<file path="src/rtl/io_bus_arbiter.sv">
// Two-master round-robin arbiter for the IO bus; grant registered (1 cycle after REQ), reads return 1 cycle after transfer.
// Masters stall on GNT=0; a tenure is capped at MAX_BURST transfers when the other master is waiting.
module io_bus_arbiter #(
  parameter int MAX_BURST = 4,
  parameter int CNT_W     = 3
) (
  input  logic        CLK,
  input  logic        Reset,
  input  logic        M0_REQ,
  input  logic [31:0] M0_ADDR,
  input  logic [31:0] M0_WD,
  input  logic        M0_WE,
  output logic        M0_GNT,
  output logic [31:0] M0_RDATA,
  output logic        M0_RVALID,
  input  logic        M1_REQ,
  input  logic [31:0] M1_ADDR,
  input  logic [31:0] M1_WD,
  input  logic        M1_WE,
  output logic        M1_GNT,
  output logic [31:0] M1_RDATA,
  output logic        M1_RVALID,
  output logic [31:0] BUS_ADDR,
  output logic [31:0] BUS_WD,
  output logic        BUS_WE,
  input  logic [31:0] BUS_RD
);

  localparam logic [1:0] S_IDLE = 2'd0;
  localparam logic [1:0] S_OWN0 = 2'd1;
  localparam logic [1:0] S_OWN1 = 2'd2;
  localparam logic [CNT_W-1:0] BURST_MAX = CNT_W'(MAX_BURST);

  logic [1:0]       state_q, state_d;
  logic             last_q, last_d;
  logic [CNT_W-1:0] cnt_q, cnt_d;
  logic             rvalid0_q, rvalid1_q;
  logic [31:0]      rdata0_q, rdata1_q;

  logic             own0, own1, xfer0, xfer1, burst_done;
  logic [CNT_W-1:0] cnt_inc;

  assign own0       = (state_q == S_OWN0);
  assign own1       = (state_q == S_OWN1);
  assign xfer0      = own0 & M0_REQ;
  assign xfer1      = own1 & M1_REQ;
  assign cnt_inc    = cnt_q + CNT_W'(1);
  assign burst_done = (cnt_inc == BURST_MAX);

  always_comb begin
    state_d = state_q;
    last_d  = last_q;
    cnt_d   = cnt_q;
    case (state_q)
      S_IDLE: begin
        cnt_d = '0;
        // last_q=1 means M1 owned last, so M0 wins a tie
        if (M0_REQ && (!M1_REQ || last_q)) state_d = S_OWN0;
        else if (M1_REQ)                   state_d = S_OWN1;
      end
      S_OWN0: begin
        if (!M0_REQ) begin
          cnt_d   = '0;
          last_d  = 1'b0;
          state_d = M1_REQ ? S_OWN1 : S_IDLE;
        end else if (burst_done) begin
          cnt_d = '0;
          if (M1_REQ) begin
            state_d = S_OWN1;
            last_d  = 1'b0;
          end
        end else begin
          cnt_d = cnt_inc;
        end
      end
      S_OWN1: begin
        if (!M1_REQ) begin
          cnt_d   = '0;
          last_d  = 1'b1;
          state_d = M0_REQ ? S_OWN0 : S_IDLE;
        end else if (burst_done) begin
          cnt_d = '0;
          if (M0_REQ) begin
            state_d = S_OWN0;
            last_d  = 1'b1;
          end
        end else begin
          cnt_d = cnt_inc;
        end
      end
      default: begin
        state_d = S_IDLE;
        cnt_d   = '0;
      end
    endcase
  end

  always_comb begin
    BUS_ADDR = '0;
    BUS_WD   = '0;
    BUS_WE   = 1'b0;
    if (own0) begin
      BUS_ADDR = M0_ADDR;
      BUS_WD   = M0_WD;
      BUS_WE   = M0_WE & M0_REQ;
    end else if (own1) begin
      BUS_ADDR = M1_ADDR;
      BUS_WD   = M1_WD;
      BUS_WE   = M1_WE & M1_REQ;
    end
  end

  always_ff @(posedge CLK or posedge Reset) begin
    if (Reset) begin
      state_q   <= S_IDLE;
      last_q    <= 1'b1;
      cnt_q     <= '0;
      rvalid0_q <= 1'b0;
      rvalid1_q <= 1'b0;
      rdata0_q  <= '0;
      rdata1_q  <= '0;
    end else begin
      state_q   <= state_d;
      last_q    <= last_d;
      cnt_q     <= cnt_d;
      rvalid0_q <= xfer0 & ~M0_WE;
      rvalid1_q <= xfer1 & ~M1_WE;
      if (xfer0 && !M0_WE) rdata0_q <= BUS_RD;
      if (xfer1 && !M1_WE) rdata1_q <= BUS_RD;
    end
  end

  assign M0_GNT    = own0;
  assign M1_GNT    = own1;
  assign M0_RVALID = rvalid0_q;
  assign M1_RVALID = rvalid1_q;
  assign M0_RDATA  = rdata0_q;
  assign M1_RDATA  = rdata1_q;

endmodule

</file>
<file path="config.mk">
export PLATFORM = sky130hd
export DESIGN_NAME = io_bus_arbiter
export DESIGN_NICKNAME = d
export VERILOG_FILES = /design/src/rtl/io_bus_arbiter.sv
export SDC_FILE = /design/constraint.sdc
export NUM_CORES = 1
export LEC_CHECK = 0
export BUFFER_PORTS_ARGS = -buffer_cell sky130_fd_sc_hd__buf_2
export CORE_AREA = 2 2 115 117
export DETAILED_ROUTE_END_ITERATION = 8
export DIE_AREA = 0 0 117 119
export GPL_TIMING_DRIVEN = 0
export MAX_ROUTING_LAYER = met4
export PLACE_DENSITY = 0.66
export SYNTH_ARGS = -nofsm -noshare
export SYNTH_HDL_FRONTEND = slang
export SYNTH_SLANG_ARGS = --single-unit
</file>
<file path="constraint.sdc">
create_clock -name CLK -period 3.1 [get_ports CLK]
set_input_delay 0.62 -clock CLK [delete_from_list [all_inputs] [get_ports CLK]]
set_output_delay 0.62 -clock CLK [all_outputs]
set_load 0.1 [all_outputs]
</file>
* Word level (Yosys, flattened, before mapping)
Index checks and enable logic that the tools add are counted.
** Storage, ports and cells
- Register bits :: 72
- Input bits :: 166
- Logic and storage cells :: 61
** Cells by class
- Bitwise operators :: 8
- Add/subtract/negate cells :: 1
- Equality and inequality tests :: 7
- Reductions and logical operators :: 11
- Muxes and demuxes :: 27
** Operator list (count)
- 2-to-1 mux 32 bit :: 4
- 2-to-1 mux 2 bit :: 8
- 2-to-1 mux 1 bit :: 9
- 2-to-1 mux 3 bit :: 3
- bitwise AND 1 bit :: 6
- inequality test 3 x 2 -> 1 bit (second input constant) :: 2
- inequality test 3 bit (second input constant) :: 2
- case mux 2 bit (3 select lines) :: 1
- case mux 3 bit (2 select lines) :: 1
- AND reduction 5 bit :: 1
- adder 3 x 1 -> 3 bit (second input constant) :: 1
- == test 3 bit (second input constant) :: 1
- logical AND 1 bit :: 3
- zero test 1 bit :: 3
- AND reduction 3 bit :: 1
- == test 2 x 1 -> 1 bit (second input constant) :: 1
- == test 2 bit (second input constant) :: 1
- zero test 2 bit :: 1
- inverter 1 bit :: 2
- case mux 1 bit (2 select lines) :: 1
- nonzero test 2 bit :: 1
- logical OR 1 bit :: 1

* Longest topological paths before layout
- Word-level depth :: 5
- Depth in mapped cells :: 10
- Mapped depth without buffers :: 7

* Worst setup path after synthesis
OpenSTA, ideal clock, no wires.
- Kind :: flip-flop to output port
- Start point :: register state_q[0]
- End point :: output BUS_ADDR[30]
- Buffers on the path :: 3
- Stages on the path, launching flop included :: 6
- Data arrival time :: 3740 ps
- Required time :: 2480 ps
- Slack :: -1260 ps
- Path through :: dfrtp_1 ha_1 buf_2 buf_2 buf_2 o21ai_0
** RTL lines
- start, declared :: RTL line 34 : logic [1:0] state_q, state_d;
- start signal, assigned :: RTL line 123 : state_q <= state_d;
- == test 2 x 1 -> 1 bit :: RTL line 43 : assign own0 = (state_q == S_OWN0);
- named net M0_GNT :: RTL line 13 : output logic M0_GNT,
- 2-to-1 mux 32 bit :: RTL line 102 : if (own0) begin
- end, declared :: RTL line 23 : output logic [31:0] BUS_ADDR,
The timed path passes the listed nets, and every way through them passes these cells.

* Final worst setup path
- Start point :: register state_q[1]
- End point :: output BUS_WD[25]
** On the way
- Cells in the longest elaborated chain, start to end :: 3
** RTL lines
- == test 2 bit :: RTL line 44 : assign own1 = (state_q == S_OWN1);
- 2-to-1 mux 32 bit :: RTL line 106 : end else if (own1) begin
- 2-to-1 mux 32 bit * :: RTL line 102
- end, declared :: RTL line 24 : output logic [31:0] BUS_WD,
Mark *: on every way between the ends. The rest lies on a longest branch, timed or not.

==> metrics.yaml <==
htreeDepth: 3
io_buffers: 298
synthArstFlopShare_pct: 100.0
status: "finished clean"
min_period_ns: 3.034
cp.required_ns: 2.48
finalCritPeriodShare_pct: 97.86
top_level_ports: 299
detail-route-antenna-nets: 0
crit_arrival_ns: 2.41
cts.clk_slew.worst_paths_ns: 0.06
crit_top_cell: "buf_2"
grt.total_usage_pct: 27.59
synth_fp_nets: 577
synth_commonest_cells: "nand2_1 (199), dfrtp_1 (71), a22o_1 (64)"
cts_inserted_buffers: 9
path_max_fanout: 10
dieArea_mm2: 0.01392
critPathLaunchType: "register"
ys_ff_latch: 72
routed_wl_um: 18860
max_stage_delay_ns: 0.42
hold_viol: 0
route.vias.total: 4225
grt_max_degree: 56
worst_slew_pin_slew_ns: 0.5818
crit_type: "register to output port"
cp-end-kind: "output port"
dr.pass1.iters: 5
slew_headroom_pct: 61.22
dp_hpwl_um: 15480
synth.top_cell.area_share_pct: 49.31
place_congestion: 0.9901
synth_top_area_cell: "dfrtp_1"
die_w_um: 117
dp_slack_ns: 0.1946
syn-mean-instance-area_um2: 8.919
worstSkewPairLatency_ns: 0.33
postCtsHoldBufs: 0
postCtsSetupRepairBufs: 0
ys_seq_area_share_pct: 50.03
placed_cells: 879
yosysWarnings: 0
grt_pass1_vias: 4138
path_cells: "inv_1, ha_2, buf_2, nor2b_1, buf_2, buf_2, a22o_1, clkbuf_4"
hold_slack_ns: 0.2354
drv_slew: 0
synth_edf_count: 0
start_util_pct: 27.99
die_h_um: 119
synth-main-ff-cell: "dfrtp_1"
cts-root-buf: "clkbuf_16"
cts_tree: "done"
synth_area_mm2: 0.003603
viasPerCell: 4.684
setup_viol: 0
grt_pass1_wl_um: 26600
drive_above_1_share_pct: 51.18
clock_path_buffers: 2
maxCapViolCount: 0
drt-initial-drc-count: 297
drc: 0
finalWorstSetupSlack_ns: 0.06620
synthCells: 404
cts_resized: 16
fin_skew_ns: 0.007366
final_cells: 902
core_area_mm2: 0.01287
cts_sinks: 72
nNetsFinal: 887
slowest_stage: "dfrtp_1"
ys_types: 28
fmax_mhz: 329.6
routedWlPerCell_um: 20.91
rows: 42
netlist_top_cells_area: "dfrtp_1 (49%), nand2_1 (21%), a22o_1 (16%)"
gr-total-overflow: 0
areaGrowthSynthToFinish_pct: 63.23
synth_most_common_cell: "nand2_1"
antenna_found_initial: 6
hp-class: "primary input to asynchronous set/reset pin"
path summary, 6_finish.rpt:
check | from | endpoint | slack [ns] | cells after the start
max reg2reg | state_q[1]$_DFFE_PP0P_ | M0_RDATA[4]$_DFFE_PP0P_ | 1.30 | 9
min in group CLK | cnt_q[0]$_DFF_PP0_ | cnt_q[0]$_DFF_PP0_ | 0.44 | 1
max | state_q[1]$_DFFE_PP0P_ | BUS_WD[25] | 0.07 | 8
min reg2reg | cnt_q[0]$_DFF_PP0_ | cnt_q[0]$_DFF_PP0_ | 0.44 | 1
max in group asynchronous | Reset | M0_RDATA[25]$_DFFE_PP0P_ | 2.32 | 3
min | Reset | M1_RDATA[5]$_DFFE_PP0P_ | 0.24 | 2
cell type report:
type                            count  area (um2)
Fill cell                        1308        6993
Sequential cell                    72        1803
Clock inverter                      5       78.83
Buffer                             29       221.5
Inverter                            9       48.80
Multi-Input combinational cell    294        1568
Clock buffer                       11       242.7
Timing Repair Buffer              299        1682
Tap cell                          176       220.2
Antenna cell                        7       17.52
flip-flops by register name, indices dropped and copies added (netlist names):
| name | cells |
|---|---|
| last_q | 1 |
| M1_RVALID | 1 |
| cnt_q | 3 |
| M0_RVALID | 1 |
| state_q | 2 |
| M1_RDATA | 32 |
| M0_RDATA | 32 |
through the flow:
stage | setup TNS, ns | area (um2) | util, %
2_1_floorplan | -0.4824 | 3633 | -
3_3_place_gp | -23.94 | 5345 | 41.52
3_5_place_dp | 0 | 5375 | 41.75
4_1_cts | 0 | 5736 | 44.55
5_1_grt | -0.01245 | 5879 | 45.67
6_report | 0 | 5882 | 45.69
cell families (layout without fill, tap and decap cells):
kind of cell	Yosys count	count (layout)	share of synthesized area (%)
AND/OR/NAND/NOR	211	211	22.57
multiplexers	1	1	0.3125
buffers and inverters	38	353	7.292
adder cells (fa/ha/maj)	7	7	2.430
AO/OA/AOI/OAI	75	75	17.36
other	0	7	0
flip-flops	72	72	50.03
critical path, delay by kind of cell, from the launching register on:
family	cells	cell delay [ns]
simple gates	1	0.11
buf+inv	5	1.15
fa+ha+maj	1	0.19
flops	1	0.42
compound gates	1	0.23
layout by cell type (no fill, tap or decap), types with 2 or more instances in the layout:
cell,instances
nand3_1,2
a31oi_1,2
ha_1,5
a22o_1,44
o21ai_0,2
buf_4,19
clkbuf_4,44
bufinv_16,2
a21oi_1,2
clkinv_2,2
o21ai_1,2
a22o_2,20
inv_1,6
clkbuf_16,9
buf_6,8
clkbuf_1,4
nand2_1,199
or2_1,2
buf_2,248
ha_2,2
dfrtp_1,71
nor2_1,3
and3_1,2
clkbuf_2,2
diode_2,7
buf_8,2
per-layer routing:
| layer | wire [um] | global-route usage (%) |
|---|---|---|
| met5 | 0 | - |
| met4 | 510 | 10.96 |
| met3 | 1795 | 11.70 |
| met2 | 8519 | 39.96 |
| met1 | 8033 | 33.91 |
Power is left out: the tool's default activity adds up to more than one toggle a clock period on the data nets, which glitch-free logic cannot reach.
